**src/rtl/rx_frame_pkg.sv**
```systemverilog
// Shared types and defaults for the receive-side frame assembler.
package rx_frame_pkg;

    typedef enum logic {
        IDLE    = 1'b0,
        COLLECT = 1'b1
    } rx_state_t;

    localparam int NUM_BYTES_DEF      = 4;
    localparam int TIMEOUT_CYCLES_DEF = 100000;

endpackage

```
**src/rtl/rx_frame_assembler_if.sv**
```systemverilog
// Byte-in / frame-out bundle of the assembler; slave is the assembler side.
interface rx_frame_assembler_if import rx_frame_pkg::*; #(
    parameter int NUM_BYTES = NUM_BYTES_DEF
);
    localparam int WORD_W = 8 * NUM_BYTES;

    logic              rx_ready;
    logic [7:0]        rx_data;
    logic [7:0]        cmd_out;
    logic [WORD_W-1:0] word_out;
    logic              frame_valid;
    logic              busy;
    logic              frame_error;

    modport slave (
        input  rx_ready, rx_data,
        output cmd_out, word_out, frame_valid, busy, frame_error
    );

    modport master (
        output rx_ready, rx_data,
        input  cmd_out, word_out, frame_valid, busy, frame_error
    );
endinterface

```
**src/rtl/rx_timeout_counter.sv**
```systemverilog
// Inter-byte watchdog: counts enabled cycles since the last clear.
module rx_timeout_counter #(
    parameter int TIMEOUT_CYCLES = 100000
) (
    input  logic clk,
    input  logic reset,
    input  logic clear,
    input  logic enable,
    output logic expired
);
    localparam int CW = (TIMEOUT_CYCLES > 2) ? $clog2(TIMEOUT_CYCLES) : 1;

    logic [CW-1:0] count_reg;

    assign expired = (count_reg == CW'(TIMEOUT_CYCLES - 1));

    // Holds at the terminal count so a coinciding byte can still be accepted.
    always_ff @(posedge clk) begin
        if (reset || clear) begin
            count_reg <= '0;
        end else if (enable && !expired) begin
            count_reg <= count_reg + CW'(1);
        end
    end
endmodule

```
**src/rtl/rx_frame_assembler.sv**
```systemverilog
// Assembles 1 command byte + NUM_BYTES operand bytes (LSB first) into a frame.
// Optional inter-byte timeout abort is built only when RX_TIMEOUT_EN is defined.
module rx_frame_assembler import rx_frame_pkg::*; #(
    parameter int NUM_BYTES      = NUM_BYTES_DEF,
    parameter int TIMEOUT_CYCLES = TIMEOUT_CYCLES_DEF
) (
    input  logic                 clk,
    input  logic                 reset,
    rx_frame_assembler_if.slave  bus
);
    localparam int WORD_W = 8 * NUM_BYTES;
    localparam int CNT_W  = $clog2(NUM_BYTES) + 1;

    rx_state_t         state_reg, state_next;
    logic [CNT_W-1:0]  byte_cnt_reg, byte_cnt_next;
    logic [7:0]        cmd_stage_reg, cmd_stage_next;
    logic [WORD_W-1:0] stage_reg, stage_next;
    logic [7:0]        cmd_out_reg, cmd_out_next;
    logic [WORD_W-1:0] word_reg, word_next;
    logic              frame_valid_reg, frame_valid_next;
    logic              frame_error_next;
    logic              byte_wr;
    logic              last_byte;

    assign byte_wr   = (state_reg == COLLECT) && bus.rx_ready;
    assign last_byte = (byte_cnt_reg == CNT_W'(NUM_BYTES - 1));

    // Per-byte staging mux; the byte being written this cycle is visible in stage_next.
    genvar gi;
    generate
        for (gi = 0; gi < NUM_BYTES; gi++) begin : g_stage
            assign stage_next[8*gi +: 8] = (byte_wr && byte_cnt_reg == CNT_W'(gi))
                                         ? bus.rx_data : stage_reg[8*gi +: 8];
        end
    endgenerate

`ifdef RX_TIMEOUT_EN
    logic timeout_expired;
    logic frame_error_reg;

    rx_timeout_counter #(.TIMEOUT_CYCLES(TIMEOUT_CYCLES)) u_timeout (
        .clk     (clk),
        .reset   (reset),
        .clear   (bus.rx_ready || (state_reg != COLLECT)),
        .enable  (state_reg == COLLECT),
        .expired (timeout_expired)
    );

    always_ff @(posedge clk) begin
        if (reset) frame_error_reg <= 1'b0;
        else       frame_error_reg <= frame_error_next;
    end

    assign bus.frame_error = frame_error_reg;
`else
    // Timeout length is meaningless without the watchdog; keep it referenced.
    logic unused_timeout;
    assign unused_timeout  = (TIMEOUT_CYCLES > 0);
    assign bus.frame_error = 1'b0;
`endif

    always_comb begin
        state_next       = state_reg;
        byte_cnt_next    = byte_cnt_reg;
        cmd_stage_next   = cmd_stage_reg;
        cmd_out_next     = cmd_out_reg;
        word_next        = word_reg;
        frame_valid_next = 1'b0;
        frame_error_next = 1'b0;

        case (state_reg)
            IDLE: begin
                if (bus.rx_ready) begin
                    cmd_stage_next = bus.rx_data;
                    byte_cnt_next  = '0;
                    state_next     = COLLECT;
                end
            end
            COLLECT: begin
                if (bus.rx_ready) begin
                    byte_cnt_next = byte_cnt_reg + CNT_W'(1);
                    if (last_byte) begin
                        state_next       = IDLE;
                        cmd_out_next     = cmd_stage_reg;
                        word_next        = stage_next;
                        frame_valid_next = 1'b1;
                    end
                end
`ifdef RX_TIMEOUT_EN
                else if (timeout_expired) begin
                    state_next       = IDLE;
                    frame_error_next = 1'b1;
                end
`endif
            end
            default: state_next = IDLE;
        endcase
    end

    always_ff @(posedge clk) begin
        if (reset) begin
            state_reg       <= IDLE;
            byte_cnt_reg    <= '0;
            cmd_stage_reg   <= '0;
            stage_reg       <= '0;
            cmd_out_reg     <= '0;
            word_reg        <= '0;
            frame_valid_reg <= 1'b0;
        end else begin
            state_reg       <= state_next;
            byte_cnt_reg    <= byte_cnt_next;
            cmd_stage_reg   <= cmd_stage_next;
            stage_reg       <= stage_next;
            cmd_out_reg     <= cmd_out_next;
            word_reg        <= word_next;
            frame_valid_reg <= frame_valid_next;
        end
    end

    assign bus.cmd_out     = cmd_out_reg;
    assign bus.word_out    = word_reg;
    assign bus.frame_valid = frame_valid_reg;
    assign bus.busy        = (state_reg == COLLECT);
endmodule

```
**src/flat_wrapper.sv**
```systemverilog
// flat-port wrapper written by rule: the top's interface ports become plain ports
module rx_frame_assembler_flat import rx_frame_pkg::*;
#(
    parameter int NUM_BYTES      = NUM_BYTES_DEF,
    parameter int TIMEOUT_CYCLES = TIMEOUT_CYCLES_DEF
)
  (clk, reset, bus_rx_ready, bus_rx_data, bus_cmd_out, bus_word_out, bus_frame_valid, bus_busy, bus_frame_error);
  rx_frame_assembler_if #(.NUM_BYTES(NUM_BYTES)) bus_i ();
  input  logic clk;
  input  logic reset;
  input wire logic [$bits(bus_i.rx_ready)-1:0] bus_rx_ready;
  input wire logic [$bits(bus_i.rx_data)-1:0] bus_rx_data;
  output wire logic [$bits(bus_i.cmd_out)-1:0] bus_cmd_out;
  output wire logic [$bits(bus_i.word_out)-1:0] bus_word_out;
  output wire logic [$bits(bus_i.frame_valid)-1:0] bus_frame_valid;
  output wire logic [$bits(bus_i.busy)-1:0] bus_busy;
  output wire logic [$bits(bus_i.frame_error)-1:0] bus_frame_error;
  assign bus_i.rx_ready = bus_rx_ready;
  assign bus_i.rx_data = bus_rx_data;
  assign bus_cmd_out = bus_i.cmd_out;
  assign bus_word_out = bus_i.word_out;
  assign bus_frame_valid = bus_i.frame_valid;
  assign bus_busy = bus_i.busy;
  assign bus_frame_error = bus_i.frame_error;
  rx_frame_assembler #(.NUM_BYTES(NUM_BYTES), .TIMEOUT_CYCLES(TIMEOUT_CYCLES)) u_core (.clk(clk), .reset(reset), .bus(bus_i));
endmodule
```
**config.mk**
```make
export PLATFORM = sky130hd
export DESIGN_NAME = rx_frame_assembler_flat
export DESIGN_NICKNAME = d
export VERILOG_FILES = /design/src/rtl/rx_frame_pkg.sv /design/src/rtl/rx_frame_assembler_if.sv /design/src/rtl/rx_timeout_counter.sv /design/src/rtl/rx_frame_assembler.sv /design/src/flat_wrapper.sv
export SDC_FILE = /design/constraint.sdc
export NUM_CORES = 1
export LEC_CHECK = 0
export BUFFER_PORTS_ARGS = -buffer_cell sky130_fd_sc_hd__buf_2
export CAP_MARGIN = 20
export CORE_ASPECT_RATIO = 1.1
export CORE_MARGIN = 2
export CORE_UTILIZATION = 53
export CTS_CLUSTER_DIAMETER = 30
export DETAILED_ROUTE_END_ITERATION = 6
export PLACE_DENSITY = 0.76
export SYNTH_ARGS = -nofsm -noshare
export SYNTH_HDL_FRONTEND = slang
export SYNTH_SLANG_ARGS = --single-unit
```
**constraint.sdc**
```tcl
create_clock -name clk -period 1.8 [get_ports clk]
set_input_delay 0.27 -clock clk [delete_from_list [all_inputs] [get_ports clk]]
set_output_delay 0.27 -clock clk [all_outputs]
set_load 0.03 [all_outputs]
```
==> results by stage <==
Global route:
- Entering global routing, the biggest net connects 42 pins.
- Summed over all layers, the global routing overflow is 0.
- Global routing used 19.5% of the available tracks across all layers.
- The first global-routing pass estimated 8280 um of wire.
- The number of antenna violations at the first check in global routing is 0.
- The number of global-route vias before repair is 1659.

Clock tree:
- For this design, the CTS-stage hold fixing added 0 buffers.
- The cell at the root of the clock tree is sky130_fd_sc_hd__clkbuf_8.
- The source-to-sink clock delay at the later pin of the worst-skew pair is 0.34 ns.
- In this run the deepest clock path goes through 2 buffers.
- In this run, post-CTS repair resized a total of 0 instances.
- The post-CTS clock slew at the launch and capture registers of the worst setup and hold paths is 0.08 ns.
- The number of buffers added by the clock tree synthesis step is 9.
- Post-CTS timing repair inserted 0 buffers for setup.
- The clock tree synthesis step divided the H-tree into 3 levels.
- The total number of clock tree sinks is 77.
- The clock tree from TritonCTS is built.

Placement:
- The sum of net half-perimeters after detailed placement is 3370 um.
- Routability-driven placement finished with a final weighted congestion of 0.699.
- The count of port buffers added during placement is 52.
- Prior to clock tree synthesis, the placed netlist has a worst setup slack of 0.221 ns.
- The standard cell area after detailed placement is 0.00294 sq mm.
- The number of placed instances, taps included is 348.

STA:
- For the final routed database, the setup TNS stands at 0 ns.
- Derived from the worst setup path, the maximum achievable clock frequency is 0.635 GHz.
- Setup repair after global routing left no endpoint under its margin.
- The total count of hold-check failures in the final report is 0.
- Across all setup checks in the final design, the least slack found is 0.225 ns.
- The worst clock skew is 0.00480 ns.
- The max-slew violation count is 0.
- The minimum clock period after layout is 1.58 ns.
- The total of endpoints with negative setup slack in the final report is 0.
- Dividing the final minimum period by the clock period gives 87.5%.

Floorplan:
- Once the floorplan was initialized, standard cells occupied 54.2% of the core.
- The die is 71.7 um wide.
- In this run the count of I/O pins placed on the die edge is 54.
- The die outline area is 0.00563 sq mm.
- The area inside the core boundary is 0.00493 sq mm.
- The vertical die dimension is 78.5 um.
- Row generation in the floorplan step produced 27 rows.

Worst setup path:
- For the worst setup path, the data arrival time is 1.85 ns.
- The worst setup path is of the reg2reg kind.
- The endpoint class of the critical path is a register.
- STA classifies the critical path startpoint as a register.
- STA puts the critical path data required time at 2.07 ns.
- For the worst flop-to-flop path, the logic depth is 6.
- On the worst path, the slowest cell contributes a delay of 0.38 ns.
- The most numerous cell type found on the critical path is sky130_fd_sc_hd__ha_1.
- The worst-path maximum fanout is 24.
- The signal on the critical path passes through ha_1, ha_1, nand3_1, or2_1, buf_4, o21ai_0.
- The highest-delay cell along the critical path is sky130_fd_sc_hd__dfxtp_1.

Finish:
- Cells with a size suffix above 1 make up 25.2% of the layout.
- The area growth from synthesis to layout is 16.4%.
- The total inserted antenna cells is 0.
- The leading cell type in the layout, fill and taps excluded is sky130_fd_sc_hd__dfxtp_1.
- The flip-flop count of the largest register, all copies and words added is 32.
- After routing the design area is 0.00311 sq mm.
- The net count of the finished layout is 317.
- The final standard cell count with taps included and fillers excluded is 364.
- Leaving out fill and tap cells, the most frequent cells in the layout are sky130_fd_sc_hd__dfxtp_1 (77), sky130_fd_sc_hd__buf_2 (52), sky130_fd_sc_hd__nor2_1 (33).

Worst hold path:
- The instance count along the most critical hold path is 2.
- The worst hold path belongs to the class in2reg.

Logic synthesis:
- The Yosys step of the flow raised 0 warnings.
- The synthesized netlist cell count is 252.
- The predominant post-synthesis flop cell is sky130_fd_sc_hd__dfxtp_1.
- In this run the cell area of the synthesized design comes to 0.00268 sq mm.
- The synthesized netlist devotes 0% of its cell area to XOR and XNOR gates.
- The number of nets in the synthesized netlist is 268.
- After Yosys synthesis, and, or, nand and nor cells account for 10.4% of the synthesized area.
- The share of synthesized flip-flops with an asynchronous set or reset is 0%.
- The mux share of post-synthesis cell area is 12.4%.
- Summing the areas of all compound-gate instances in the mapped netlist gives 10.9% of the synthesized area.
- After synthesis the netlist holds a flip-flop and latch count of 77.
- The mean instance size in the synthesized netlist is 10.6 sq um.
- Counting flops with a built-in enable in the synthesized netlist gives 0.
- The combinational family with the most area after synthesis is multiplexers.
- Summing the sequential cell areas from Yosys gives 57.6% of the chip area.
- The netlist uses 25 different library cells.
- The share of synthesized cell area in full adder, half adder and majority cells is 2.34%.

Power and ir drop:
- The leakage power of the design is 0.00150 uW.
- The post-route total power is 3040 uW.
- The maximum vdd ir drop is 0.645 mV.
- Power spread over the standard cell area amounts to 978 mW/mm^2.

Routing:
- The first detailed-routing pass took 4 iterations.
- The total DRC errors in the routed layout is 0.
- The detailed router finished its first iteration with 138 violations.
- The detail route stage leaves a number of antenna-violating nets equal to 0.
- After detailed routing, the total wire length is 5100 um.
- The via count of the routed design is 1840.
- The mean routed wirelength per cell is 14.0 um.
- Dividing the detail-routed via count by the number of cells gives 5.05.

Run status:
- The run finished with clean final reports.

Run:
- The tool flagged a number of max-cap violations equal to 0.
Yosys cell counts (2+ instances only):
cell type / n / share of area, %
sky130_fd_sc_hd__ha_1: 5 / 2.3
sky130_fd_sc_hd__o21ai_1: 20 / 3.7
sky130_fd_sc_hd__inv_1: 3 / 0.42
sky130_fd_sc_hd__nor2_1: 33 / 4.6
sky130_fd_sc_hd__nor2b_1: 2 / 0.47
sky130_fd_sc_hd__clkbuf_1: 5 / 0.70
sky130_fd_sc_hd__o21ai_0: 4 / 0.75
sky130_fd_sc_hd__nand2_1: 25 / 3.5
sky130_fd_sc_hd__nand3_1: 2 / 0.37
sky130_fd_sc_hd__mux2i_1: 32 / 12
sky130_fd_sc_hd__nand4b_1: 3 / 0.98
sky130_fd_sc_hd__buf_4: 6 / 1.7
sky130_fd_sc_hd__buf_6: 5 / 2.1
sky130_fd_sc_hd__dfxtp_1: 77 / 58
sky130_fd_sc_hd__a22o_1: 16 / 5.2
sky130_fd_sc_hd__buf_2: 5 / 0.94
power breakdown:
group,leakage (uW),internal (uW),total [uW],switching [uW]
Sequential,0.000622,1730,1740,13.9
Combinational,0.000788,51.5,143,91.2
Clock,0.0000921,569,1160,593
critical path, delay by kind of cell, from the launching register on:
family	cells	cell delay, ns
buffers and inverters	1	0.23
AND/OR/NAND/NOR	2	0.35
AO/OA/AOI/OAI	1	0.18
adder cells (fa/ha/maj)	2	0.36
flip-flops	1	0.38
worst paths after layout:
| path | startpoint | slack [ns] | endpoint |
|---|---|---|---|
| min | bus_rx_data[2] | 0.22 | u_core.bus.word_out[26]$_SDFFE_PP0P_ |
| max reg2reg | u_core.byte_cnt_reg[1]$_SDFFE_PP0P_ | 0.22 | u_core.bus.word_out[3]$_SDFFE_PP0P_ |
| min reg2reg | u_core.bus.word_out[7]$_SDFFE_PP0P_ | 0.45 | u_core.bus.word_out[7]$_SDFFE_PP0P_ |
| max | u_core.byte_cnt_reg[1]$_SDFFE_PP0P_ | 0.22 | u_core.bus.word_out[3]$_SDFFE_PP0P_ |
routing by layer:
layer  part of all wire [%]  track usage (%)
met2                     48             30.7
met3                    4.1             5.39
met4                    2.0             9.06
met1                     45             24.8
met5                      0                0
per-stage QoR:
step,hold slack [ns],util (%)
after global placement,0.433,59.5
after global routing,0.235,63.1
final,0.217,63.1
after detailed placement,0.439,59.5
after floorplan,0.395,-
after CTS,0.216,63.1
logic make-up after synthesis:
group | count (synthesis)
compound gates | 44
fa+ha+maj | 5
buf+inv | 25
flops | 77
other cells | 1
simple gates | 67
mux | 33
cell type report:
cell class	instances	area (sq um)
Inverter	4	20.0
Clock inverter	4	22.5
Tap cell	58	72.6
Clock buffer	12	155
Multi-Input combinational cell	150	977
Fill cell	400	1820
Sequential cell	77	1540
Timing Repair Buffer	59	325
(Power assumes the default switching activity.)
